### config.mk
export PLATFORM = sky130hd
export DESIGN_NAME = pipelined_prefix_subtractor
export DESIGN_NICKNAME = d
export VERILOG_FILES = /design/src/rtl/pipelined_prefix_subtractor.sv
export SDC_FILE = /design/constraint.sdc
export NUM_CORES = 1
export LEC_CHECK = 0
export CAP_MARGIN = 25
export CELL_PAD_IN_SITES_DETAIL_PLACEMENT = 1
export CELL_PAD_IN_SITES_GLOBAL_PLACEMENT = 2
export CORE_MARGIN = 2
export CORE_UTILIZATION = 38
export DETAILED_ROUTE_END_ITERATION = 12
export PLACE_DENSITY_LB_ADDON = 0.3
export REMOVE_ABC_BUFFERS = 1
export SYNTH_ARGS = -nofsm -noshare
export SYNTH_HDL_FRONTEND = slang
export SYNTH_SLANG_ARGS = --single-unit
### constraint.sdc
create_clock -name clk -period 21.3 [get_ports clk]
set_input_delay 4.26 -clock clk [delete_from_list [all_inputs] [get_ports clk]]
set_output_delay 4.26 -clock clk [all_outputs]
set_load 0.01 [all_outputs]
### src/rtl/pipelined_prefix_subtractor.sv
// pipelined_prefix_subtractor
//   Pipelined Kogge-Stone subtractor: diff = a - b computed as a + ~b + 1.
//   There is one register rank per prefix level, followed by a result
//   register. An operand accepted on edge N is presented on the outputs
//   after edge N+LEVELS. A valid/ready handshake stalls the whole pipe.
//
// Parameters
//   WIDTH   operand/result width (power of two, >= 4)
//   LEVELS  prefix levels = log2(WIDTH)
//
// Ports
//   clk        rising-edge clock
//   clear      asynchronous active-high reset; discards all in-flight ops
//   in_valid   a/b valid this cycle
//   in_ready   block accepts a/b this cycle
//   a, b       minuend, subtrahend
//   out_valid  diff/flags valid; held with stable data until out_ready
//   out_ready  downstream accepts the result this cycle
//   diff       a - b mod 2^WIDTH
//   borrow     a < b unsigned (inverted carry out)
//   zero       diff == 0
//   negative   diff sign bit
//   overflow   signed overflow of the subtraction
module pipelined_prefix_subtractor #(
  parameter int unsigned WIDTH  = 32,
  parameter int unsigned LEVELS = 5
) (
  input  logic             clk,
  input  logic             clear,
  input  logic             in_valid,
  output logic             in_ready,
  input  logic [WIDTH-1:0] a,
  input  logic [WIDTH-1:0] b,
  output logic             out_valid,
  input  logic             out_ready,
  output logic [WIDTH-1:0] diff,
  output logic             borrow,
  output logic             zero,
  output logic             negative,
  output logic             overflow
);

  // A stalled output freezes every rank, so nothing advances and no
  // bubble is compressed out of the pipe.
  logic stall;

  // Stage 0 generate/propagate of a + ~b
  logic [WIDTH-1:0] s0_g;
  logic [WIDTH-1:0] s0_p;

  // Output register rank
  logic             out_valid_q;
  logic [WIDTH-1:0] diff_q;
  logic             borrow_q;
  logic             zero_q;
  logic             negative_q;
  logic             overflow_q;

  // Result computed from the final prefix rank
  logic [WIDTH-1:0] fin_c;
  logic [WIDTH-1:0] res_diff;
  logic             res_borrow;
  logic             res_zero;
  logic             res_negative;
  logic             res_overflow;
  logic             fin_vld;
  logic             fin_sa;
  logic             fin_sb;
  logic [WIDTH-1:0] fin_pb;

  assign stall    = out_valid_q & ~out_ready;
  assign in_ready = ~stall;

  // The fixed carry-in of 1 is folded into bit 0 here, so after the
  // prefix tree every G bit i is the carry out of position i directly.
  always_comb begin
    s0_p    = a ^ ~b;
    s0_g    = a & ~b;
    s0_g[0] = s0_g[0] | s0_p[0];
  end

  for (genvar k = 1; k <= LEVELS; k++) begin : g_lvl
    localparam int unsigned DIST = 32'd1 << (k - 1);

    logic [WIDTH-1:0] src_g;
    logic [WIDTH-1:0] src_p;
    logic [WIDTH-1:0] src_pb;
    logic             src_vld;
    logic             src_sa;
    logic             src_sb;

    logic [WIDTH-1:0] nxt_g;
    logic [WIDTH-1:0] nxt_p;

    // Rank registers for this level
    logic [WIDTH-1:0] rank_g;
    logic [WIDTH-1:0] rank_p;
    logic [WIDTH-1:0] rank_pb;   // original half-sum bits, needed for diff
    logic             rank_vld;
    logic             rank_sa;
    logic             rank_sb;

    if (k == 1) begin : g_first
      assign src_g   = s0_g;
      assign src_p   = s0_p;
      assign src_pb  = s0_p;
      assign src_vld = in_valid;
      assign src_sa  = a[WIDTH-1];
      assign src_sb  = b[WIDTH-1];
    end else begin : g_rest
      assign src_g   = g_lvl[k-1].rank_g;
      assign src_p   = g_lvl[k-1].rank_p;
      assign src_pb  = g_lvl[k-1].rank_pb;
      assign src_vld = g_lvl[k-1].rank_vld;
      assign src_sa  = g_lvl[k-1].rank_sa;
      assign src_sb  = g_lvl[k-1].rank_sb;
    end

    // Combine with the span DIST positions below. Bits under DIST already
    // hold their final carry and pass through unchanged.
    always_comb begin
      nxt_g = src_g;
      nxt_p = src_p;
      nxt_g[WIDTH-1:DIST] = src_g[WIDTH-1:DIST]
                          | (src_p[WIDTH-1:DIST] & src_g[WIDTH-1-DIST:0]);
      nxt_p[WIDTH-1:DIST] = src_p[WIDTH-1:DIST] & src_p[WIDTH-1-DIST:0];
    end

    always_ff @(posedge clk or posedge clear) begin
      if (clear) begin
        rank_g   <= '0;
        rank_p   <= '0;
        rank_pb  <= '0;
        rank_vld <= 1'b0;
        rank_sa  <= 1'b0;
        rank_sb  <= 1'b0;
      end else if (!stall) begin
        rank_g   <= nxt_g;
        rank_p   <= nxt_p;
        rank_pb  <= src_pb;
        rank_vld <= src_vld;
        rank_sa  <= src_sa;
        rank_sb  <= src_sb;
      end
    end
  end

  assign fin_c   = g_lvl[LEVELS].rank_g;
  assign fin_pb  = g_lvl[LEVELS].rank_pb;
  assign fin_vld = g_lvl[LEVELS].rank_vld;
  assign fin_sa  = g_lvl[LEVELS].rank_sa;
  assign fin_sb  = g_lvl[LEVELS].rank_sb;

  // diff_i = p_i ^ c_(i-1); the carry into bit 0 is the constant 1.
  always_comb begin
    res_diff     = fin_pb ^ {fin_c[WIDTH-2:0], 1'b1};
    res_borrow   = ~fin_c[WIDTH-1];
    res_zero     = ~|res_diff;
    res_negative = res_diff[WIDTH-1];
    res_overflow = (fin_sa ^ fin_sb) & (res_diff[WIDTH-1] ^ fin_sa);
  end

  // Data of invalid ranks is arbitrary, so the result register loads
  // zeros for bubbles to keep outputs at 0 whenever out_valid is 0.
  always_ff @(posedge clk or posedge clear) begin
    if (clear) begin
      out_valid_q <= 1'b0;
      diff_q      <= '0;
      borrow_q    <= 1'b0;
      zero_q      <= 1'b0;
      negative_q  <= 1'b0;
      overflow_q  <= 1'b0;
    end else if (!stall) begin
      out_valid_q <= fin_vld;
      diff_q      <= fin_vld ? res_diff : '0;
      borrow_q    <= fin_vld & res_borrow;
      zero_q      <= fin_vld & res_zero;
      negative_q  <= fin_vld & res_negative;
      overflow_q  <= fin_vld & res_overflow;
    end
  end

  assign out_valid = out_valid_q;
  assign diff      = diff_q;
  assign borrow    = borrow_q;
  assign zero      = zero_q;
  assign negative  = negative_q;
  assign overflow  = overflow_q;

endmodule

**Word level (Yosys, flattened, before mapping)**

Index checks and enable logic that the tools add are counted.

- Eq/ne operators: 0
- Shift operators: 0
- Multiply operators: 0
- Multiplexer cells: 1
- Reduce and logical (&&, ||, !) cells: 2
- $add $sub $neg: 0
- Order comparisons: 0
- Bitwise operators: 30
- Divide/modulo/power cells: 0

Operators by type and width:

| operator | number |
|---|---|
| $xor A32 B32 Y32 | 2 |
| $and A31 B31 Y31 | 2 |
| $and A30 B30 Y30 | 2 |
| $and A28 B28 Y28 | 2 |
| $and A24 B24 Y24 | 2 |
| $and A32 B32 Y32 | 1 |
| $mux W32 | 1 |
| $not A32 Y32 | 1 |
| $reduce_or A32 Y1 | 1 |
| $or A31 B31 Y31 | 1 |
| $or A30 B30 Y30 | 1 |
| $or A28 B28 Y28 | 1 |
| $or A24 B24 Y24 | 1 |
| $and A16 B16 Y16 | 1 |
| $or A16 B16 Y16 | 1 |
| $and A1 B1 Y1 | 6 |
| $not A1 Y1 | 3 |
| $xor A1 B1 Y1 | 2 |
| $logic_not A1 Y1 | 1 |
| $or A1 B1 Y1 | 1 |

- Output and inout bits: 38
- Input port bits: 68
- Memory bits (writable): 0
- Memories kept: 0
- Register bits after elaboration: 500
- Latch bits: 0
- Memory bits (read-only): 0

**Longest topological paths before layout**

Gate-level depths: netlist (run 1).

- Depth in word-level cells: 5
- Mapped depth: 8
- Depth with buffers taken out: 5

**Worst setup path before layout (run 1)**

No wires, ideal clock.

- Path kind: input -> output
- Start point: input port out_ready
- End point: output port in_ready
- Path slack: 12.163 ns
- Stages: 5
- Buffers on the path: 3
- Arrival: 4.877 ns
- Cell sequence: nor2b_4 -> buf_6 -> inv_2 -> buf_2 -> buf_2

- Cells in the longest elaborated chain, start to end: 3

RTL lines:

| item | RTL line | source |
|---|---|---|
| start: declaration | 35 | `input logic out_ready,` |
| $not A1 Y1 | 71 | `assign stall = out_valid_q & ~out_ready;` |
| $and A1 B1 Y1 | 71 |  |
| $not A1 Y1 | 72 | `assign in_ready = ~stall;` |
| end: declaration | 31 | `output logic in_ready,` |

Every way passes these cells.

**Worst setup path in the final report (run 1)**

Same ends and word-level chain as after synthesis.

==> results.py, run 1 <==
metrics = {
    "global_route": {
        "grt_pass1_vias": 14600,
        "overflow": 0,
        "grt_pass1_wl_mm": 78.7,
        "antenna_found_initial": 2,
        "track_usage_pct": 18.6,
        "grt_max_degree": 252,
    },
    "setup_path": {
        "r2r_setup_slack_ns": 17.08,
        "rr_startpoint": "out_valid",
        "critical_path.cell_chain": "clkdlybuf4s50_1, nor2b_4, inv_8, clkdlybuf4s50_1",
        "path_class": "input pin to output port",
        "cp-startpoint": "out_ready",
        "worstSetupEndpoint": "in_ready",
        "crit_slowest_cell": "nor2b_4",
        "r2r_end": "g_lvl[3].rank_g[17]",
        "path_common_cell": "clkdlybuf4s50_1",
        "crit_fanout": 123,
        "slowest_delay_ns": 0.75,
        "r2r_cells": 5,
        "critPathArrivalTime_ns": 6.59,
        "cp.required_ns": 17.04,
        "critPathLaunchType": "input pin",
        "crit_path_end_kind": "output port",
    },
    "cts": {
        "cts_buffer_depth": 3,
        "cts_tree": "built",
        "hold_buffers": 0,
        "cts_buffers": 51,
        "cts.clk_slew.worst_paths_ns": 0.05,
        "clock_latency_ns": 0.60,
        "cts.htree.levels": 2,
        "cts_root_buffer": "clkbuf_16",
        "post-cts-setup-buffers": 0,
        "ctsResizeCount": 0,
        "cts.sinks": 469,
    },
    "synthesis": {
        "synth.avg_cell_area_sq_um": 9.20,
        "synth_area_leaders": "dfrtp_1 (61%), nand2_1 (20%), a21oi_1 (3.4%), nand3_1 (3.3%), o21ai_0 (2.8%)",
        "synth_top_area_share_pct": 61.1,
        "synth_edf_count": 0,
        "ys_warn_count": 0,
        "ys.flop_type": "dfrtp_1",
        "netlist_area_sq_mm": 0.0192,
        "ys_ff_latch": 469,
        "synth_cell_types": 26,
        "synthTopCellsByCount": "nand2_1 (1004), dfrtp_1 (469), a21oi_1 (131)",
        "synth-async-reset-ratio_pct": 100,
        "netlist_instances": 2089,
        "yosysSeqAreaShare_pct": 61.1,
        "synth.most_common_cell": "nand2_1",
        "yosysTopAreaCell": "dfrtp_1",
    },
    "sta": {
        "fmax_ghz": 0.0922,
        "slew_viol_final": 0,
        "skew_ns": 0.0190,
        "slew_headroom_pct": 24.3,
        "rsz0062_at_grt": "false",
        "min_period_ns": 10.85,
        "setup_violations": 0,
        "timing.final.crit_share_pct": 50.9,
        "hold_viol": 0,
        "final.setup.tns_ns": 0,
        "worst_pin_slew_ns": 1.14,
    },
    "drt": {
        "wl_met1_mm": 22.9,
        "vias": 13800,
        "drt_iter0_drc": 908,
        "routed-wl-met2_mm": 22.5,
        "first_pass_iters": 4,
        "route.detailed.drc": 0,
        "wl_met3_mm": 1.48,
        "top_layer_used": "met4",
        "vias_per_cell": 4.83,
        "drtAntennaViolNets": 0,
        "wirelength_mm": 47.5,
        "avgRoutedWirePerCell_um": 16.6,
    },
    "placed_design": {
        "gp_congestion": 0.750,
        "dpl.cell_count": 2769,
        "hpwl_mm": 31.4,
        "portBuffers": 105,
    },
    "pwr": {
        "power_frac_seq_pct": 47.0,
        "leakage_nw": 11.2,
        "pwr-share-comb_pct": 24.2,
        "powerDensity_mw_per_mm2": 141,
        "internal_power_w": 0.00203,
        "sw_frac_of_total_pct": 35.0,
        "ir_worst_vdd_uv": 63.0,
        "p_clk_share_pct": 28.7,
        "p_sw_w": 0.00110,
    },
    "layout": {
        "syn_to_final_growth_pct": 15.4,
        "fillCellCount": 5821,
        "nets": 2251,
        "diodes": 0,
        "finalNonFillerCells": 2863,
        "multi_input_area_sq_mm": 0.00653,
        "drive_above_1_share_pct": 4.52,
        "regArea_sq_mm": 0.0117,
    },
    "die": {
        "start_util_pct": 38.4,
        "die_x_um": 229,
        "die_h_um": 229,
        "rows": 82,
        "core_sq_mm": 0.0501,
        "design.portCount": 106,
        "die_area_sq_mm": 0.0524,
    },
    "min_path": {
        "hold_class": "flop to flop",
    },
    "job": {
        "max-cap-violations": 0,
    },
    "status": {
        "status": "completed",
    },
}
-- worst max-delay path, delay by kind of cell --
kind,cells,cell delay [ns]
buf+inv,3,1.51
simple gates,1,0.75
-- sequential cells by signal, summed over array words and instances (netlist names), 4 cells and up --
| name | count |
|---|---|
| diff | 32 |
| fin_c | 32 |
| fin_pb | 32 |
| g_lvl.rank_g | 128 |
| g_lvl.rank_p | 102 |
| g_lvl.rank_pb | 124 |
| g_lvl.rank_sa | 4 |
| g_lvl.rank_sb | 4 |
| g_lvl.rank_vld | 4 |
-- stage by stage --
step | hold slack, ns | util (%) | setup WS [ns] | area (sq um) | total power (W)
2_1_floorplan | 0.439 | - | 0.401 | 18400 | 0.00192
3_3_place_gp | 0.449 | 40.8 | 10.47 | 20400 | 0.00223
3_5_place_dp | 0.455 | 40.8 | 10.41 | 20400 | 0.00227
4_1_cts | 0.468 | 44.2 | 10.40 | 22100 | 0.00318
5_1_grt | 0.482 | 44.3 | 10.25 | 22200 | 0.00336
6_report | 0.462 | 44.3 | 10.45 | 22200 | 0.00313
-- worst min-delay path by stage --
stage | startpoint | to | cells past startpoint
2_1_floorplan | g_lvl[1].rank_p[0] | g_lvl[1].rank_p[0] | 2
3_3_place_gp | g_lvl[4].rank_p[19] | g_lvl[4].rank_p[19] | 2
3_5_place_dp | g_lvl[1].rank_pb[20] | g_lvl[1].rank_pb[20] | 2
4_1_cts | g_lvl[3].rank_pb[25] | g_lvl[3].rank_pb[25] | 2
5_1_grt | diff[8] | diff[8] | 2
6_report | g_lvl[3].rank_pb[25] | g_lvl[3].rank_pb[25] | 2
-- kinds of logic after synthesis --
group | share of synthesized area (%)
compound gates | 7.00
xor+xnor | 1.41
fa+ha+maj | 2.08
buf+inv | 4.92
flops | 61.1
simple gates | 23.5
-- per-layer routing --
metal | GRT usage (%) | vias up
met5 | 0 | -
met4 | 3.75 | 0
met3 | 2.98 | 51
met2 | 30.3 | 148
met1 | 26.3 | 6832
li1 | - | 6793
-- power by group through the flow --
stage               registers (W)  logic [W]  clock network [W]
global placement          0.00148   0.000746                  0
CTS                       0.00148   0.000778           0.000924
floorplan                 0.00142   0.000505                  0
global route              0.00152   0.000878           0.000959
finish                    0.00147   0.000759           0.000900
detailed placement        0.00149   0.000775                  0
-- layout make-up --
type                            instances  area share, %
Clock buffer                           78           7.03
Clock inverter                         15          0.745
Inverter                               35          0.660
Multi-Input combinational cell       1477           29.4
Sequential cell                       469           52.9
Tap cell                              672           3.79
Timing Repair Buffer                  117           5.37
-- placed cells by master (no fill, tap or decap), drive strengths merged --
master / Yosys / layout
bufinv: 0 / 3
inv: 35 / 36
xor2: 27 / 27
clkinv: 0 / 11
nand2: 1004 / 1004
nor4: 6 / 6
o21ai: 135 / 135
nor2b: 2 / 2
nor2: 2 / 2
buf: 94 / 12
nor3: 1 / 1
clkbuf: 14 / 78
ha: 32 / 32
xnor2: 4 / 4
nand3: 125 / 125
nor3b: 1 / 1
clkdlybuf4s50: 0 / 105
nand4: 3 / 3
a21oi: 131 / 131
dfrtp: 469 / 469
o31ai: 1 / 1
nand2b: 1 / 1
nand3b: 2 / 2
No activity file was read; power rests on OpenSTA's default activity.
==> inputs of run 2 (changes only) <==
--- a/config.mk
+++ b/config.mk
@@ -9,7 +9,7 @@
 export CELL_PAD_IN_SITES_DETAIL_PLACEMENT = 1
 export CELL_PAD_IN_SITES_GLOBAL_PLACEMENT = 2
 export CORE_MARGIN = 2
-export CORE_UTILIZATION = 38
+export CORE_UTILIZATION = 34
 export DETAILED_ROUTE_END_ITERATION = 12
 export PLACE_DENSITY_LB_ADDON = 0.3
 export REMOVE_ABC_BUFFERS = 1
==> constraint.sdc (replaced) <==
create_clock -name clk -period 8.7 [get_ports clk]
set_input_delay 1.74 -clock clk [delete_from_list [all_inputs] [get_ports clk]]
set_output_delay 1.74 -clock clk [all_outputs]
set_load 0.01 [all_outputs]
==> run 2 against run 1 <==
Against the previous run: combinational power rose by 140%; sequential share of layout area shrank 0.36 points; first-iteration DRC count shrank 14%; final area rose by 0.68%; setup slack got worse by 7.0 ns; sequential power up 150%; global-route usage down 1.9 points; routed wire length up 0.66%; flip-flop and latch count is the same; critical path depth stayed put; total power rose by 150%; critical endpoint unchanged; largest power group unchanged.
==> results.py, run 2 (synthesis results as in run 1) <==
metrics = {
    "layout": {
        "design_area_sq_mm": 0.0223,
        "nets": 2252,
        "syn_to_final_growth_pct": 16.2,
        "diodes": 0,
        "final_cell_mix": "nand2_1 (1004), dfrtp_1 (469), a21oi_1 (131)",
        "regArea_sq_mm": 0.0117,
        "multi_input_area_sq_mm": 0.00653,
        "drive_above_1_share_pct": 4.52,
        "finalNonFillerCells": 2945,
        "fillCellCount": 6487,
        "largest_reg_flops": 128,
        "top_register": "g_lvl.rank_g",
        "final_common_cell": "nand2_1",
        "reg.largest.list": "g_lvl.rank_g: 128 flops, g_lvl.rank_pb: 124 flops, g_lvl.rank_p: 102 flops",
    },
    "pwr": {
        "leakage_nw": 11.2,
        "powerDensity_mw_per_mm2": 344,
        "ir_worst_vdd_uv": 257,
        "finalPower_w": 0.00768,
    },
    "die": {
        "rows": 87,
        "die_area_sq_mm": 0.0584,
        "die_x_um": 242,
        "die_h_um": 242,
        "design.portCount": 106,
        "start_util_pct": 34.2,
        "core_sq_mm": 0.0562,
    },
    "sta": {
        "hold_slack_ns": 0.463,
        "timing.final.crit_share_pct": 60.9,
        "rsz0062_at_grt": "false",
        "worst_pin_slew_ns": 1.30,
        "slew_viol_final": 0,
        "layout_setup_ws_ns": 3.41,
        "min_period_ns": 5.29,
        "skew_ns": 0.0160,
        "fmax_ghz": 0.189,
        "slew_headroom_pct": 13.5,
        "hold_viol": 0,
        "setup_violations": 0,
    },
    "cts": {
        "cts_root_buffer": "clkbuf_16",
        "cts.htree.levels": 2,
        "hold_buffers": 0,
        "cts.clk_slew.worst_paths_ns": 0.06,
        "post-cts-setup-buffers": 0,
        "ctsResizeCount": 0,
        "clock_latency_ns": 0.59,
        "cts.sinks": 469,
        "cts_buffer_depth": 3,
        "cts_tree": "built",
        "cts_buffers": 52,
    },
    "setup_path": {
        "critPathLaunchType": "input pin",
        "crit_path_end_kind": "output port",
        "r2r_end": "g_lvl[4].rank_g[19]",
        "crit_fanout": 107,
        "path_common_cell": "clkdlybuf4s50_1",
        "crit_slowest_cell": "clkdlybuf4s50_1",
        "path_class": "input pin to output port",
        "r2r_setup_slack_ns": 5.76,
        "r2r_cells": 4,
        "slowest_delay_ns": 0.69,
        "critical_path.cell_chain": "clkdlybuf4s50_1, nor2b_4, inv_8, clkdlybuf4s50_1",
        "critPathArrivalTime_ns": 3.55,
        "cp.required_ns": 6.96,
        "rr_startpoint": "out_valid",
    },
    "drt": {
        "first_pass_iters": 4,
        "wirelength_mm": 47.9,
        "vias_per_cell": 4.64,
        "vias": 13700,
        "drtAntennaViolNets": 0,
        "avgRoutedWirePerCell_um": 16.2,
        "route.detailed.drc": 0,
        "drt_iter0_drc": 782,
    },
    "global_route": {
        "grt_pass1_vias": 14500,
        "grt_max_degree": 266,
        "antenna_found_initial": 1,
        "overflow": 0,
        "track_usage_pct": 16.7,
        "grt_pass1_wl_mm": 79.3,
    },
    "min_path": {
        "holdPathEnd": "g_lvl[1].rank_pb[16]",
        "hold_start": "g_lvl[1].rank_pb[16]",
        "min_path_cells": 2,
        "hold_class": "flop to flop",
    },
    "job": {
        "max-cap-violations": 0,
    },
    "placed_design": {
        "gp_congestion": 0.724,
        "post_dp_cell_area_sq_mm": 0.0205,
        "place_ws_ns": 3.40,
        "hpwl_mm": 31.1,
        "portBuffers": 105,
        "dpl.cell_count": 2852,
    },
    "status": {
        "status": "completed",
    },
}
run 2: cell types whose count changed in the layout (fill, tap and decap cells not counted), sizes merged:
cell    before  now
inv         36   35
clkinv      11   10
run 2: cell type report:
class	instances	area share (%)
multi-input cells	1477	29.2
clock buffers	78	7.13
repair buffers	117	5.52
inverters	35	0.656
well taps	756	4.24
flip-flops and latches	469	52.6
clock inverters	13	0.628
run 2: layer usage:
| metal | GRT usage [%] | share of wire (%) |
|---|---|---|
| met5 | 0 | 0 |
| met1 | 23.8 | 49 |
| met4 | 3.36 | 1.5 |
| met2 | 26.9 | 46 |
| met3 | 2.79 | 3.7 |
run 2: how the worst max path moves through the flow:
stage	endpoint	slack, ns	start
finish	in_ready	3.41	out_ready
global route	in_ready	3.31	out_ready
CTS	in_ready	3.40	out_ready
detailed placement	in_ready	3.40	out_ready
global placement	in_ready	3.37	out_ready
floorplan	in_ready	-7.16	out_ready
run 2: where the power goes:
| part | internal, W | total [W] | leakage, nW | switching [W] |
|---|---|---|---|---|
| Sequential | 0.00299 | 0.00361 | 5.97 | 0.000622 |
| Clock | 0.00134 | 0.00222 | 0.866 | 0.000883 |
| Combinational | 0.000678 | 0.00185 | 4.38 | 0.00117 |
run 2: metrics by stage:
stage | TNS (ns) | utilization, %
5_1_grt | 0 | 39.7
4_1_cts | 0 | 39.6
3_5_place_dp | 0 | 36.6
3_3_place_gp | 0 | 36.6
2_1_floorplan | -4925.97 | -
6_report | 0 | 39.7
run 2: critical path: cells and delay by family:
family,cells,cell delay (ns)
buf+inv,3,1.64
simple gates,1,0.09
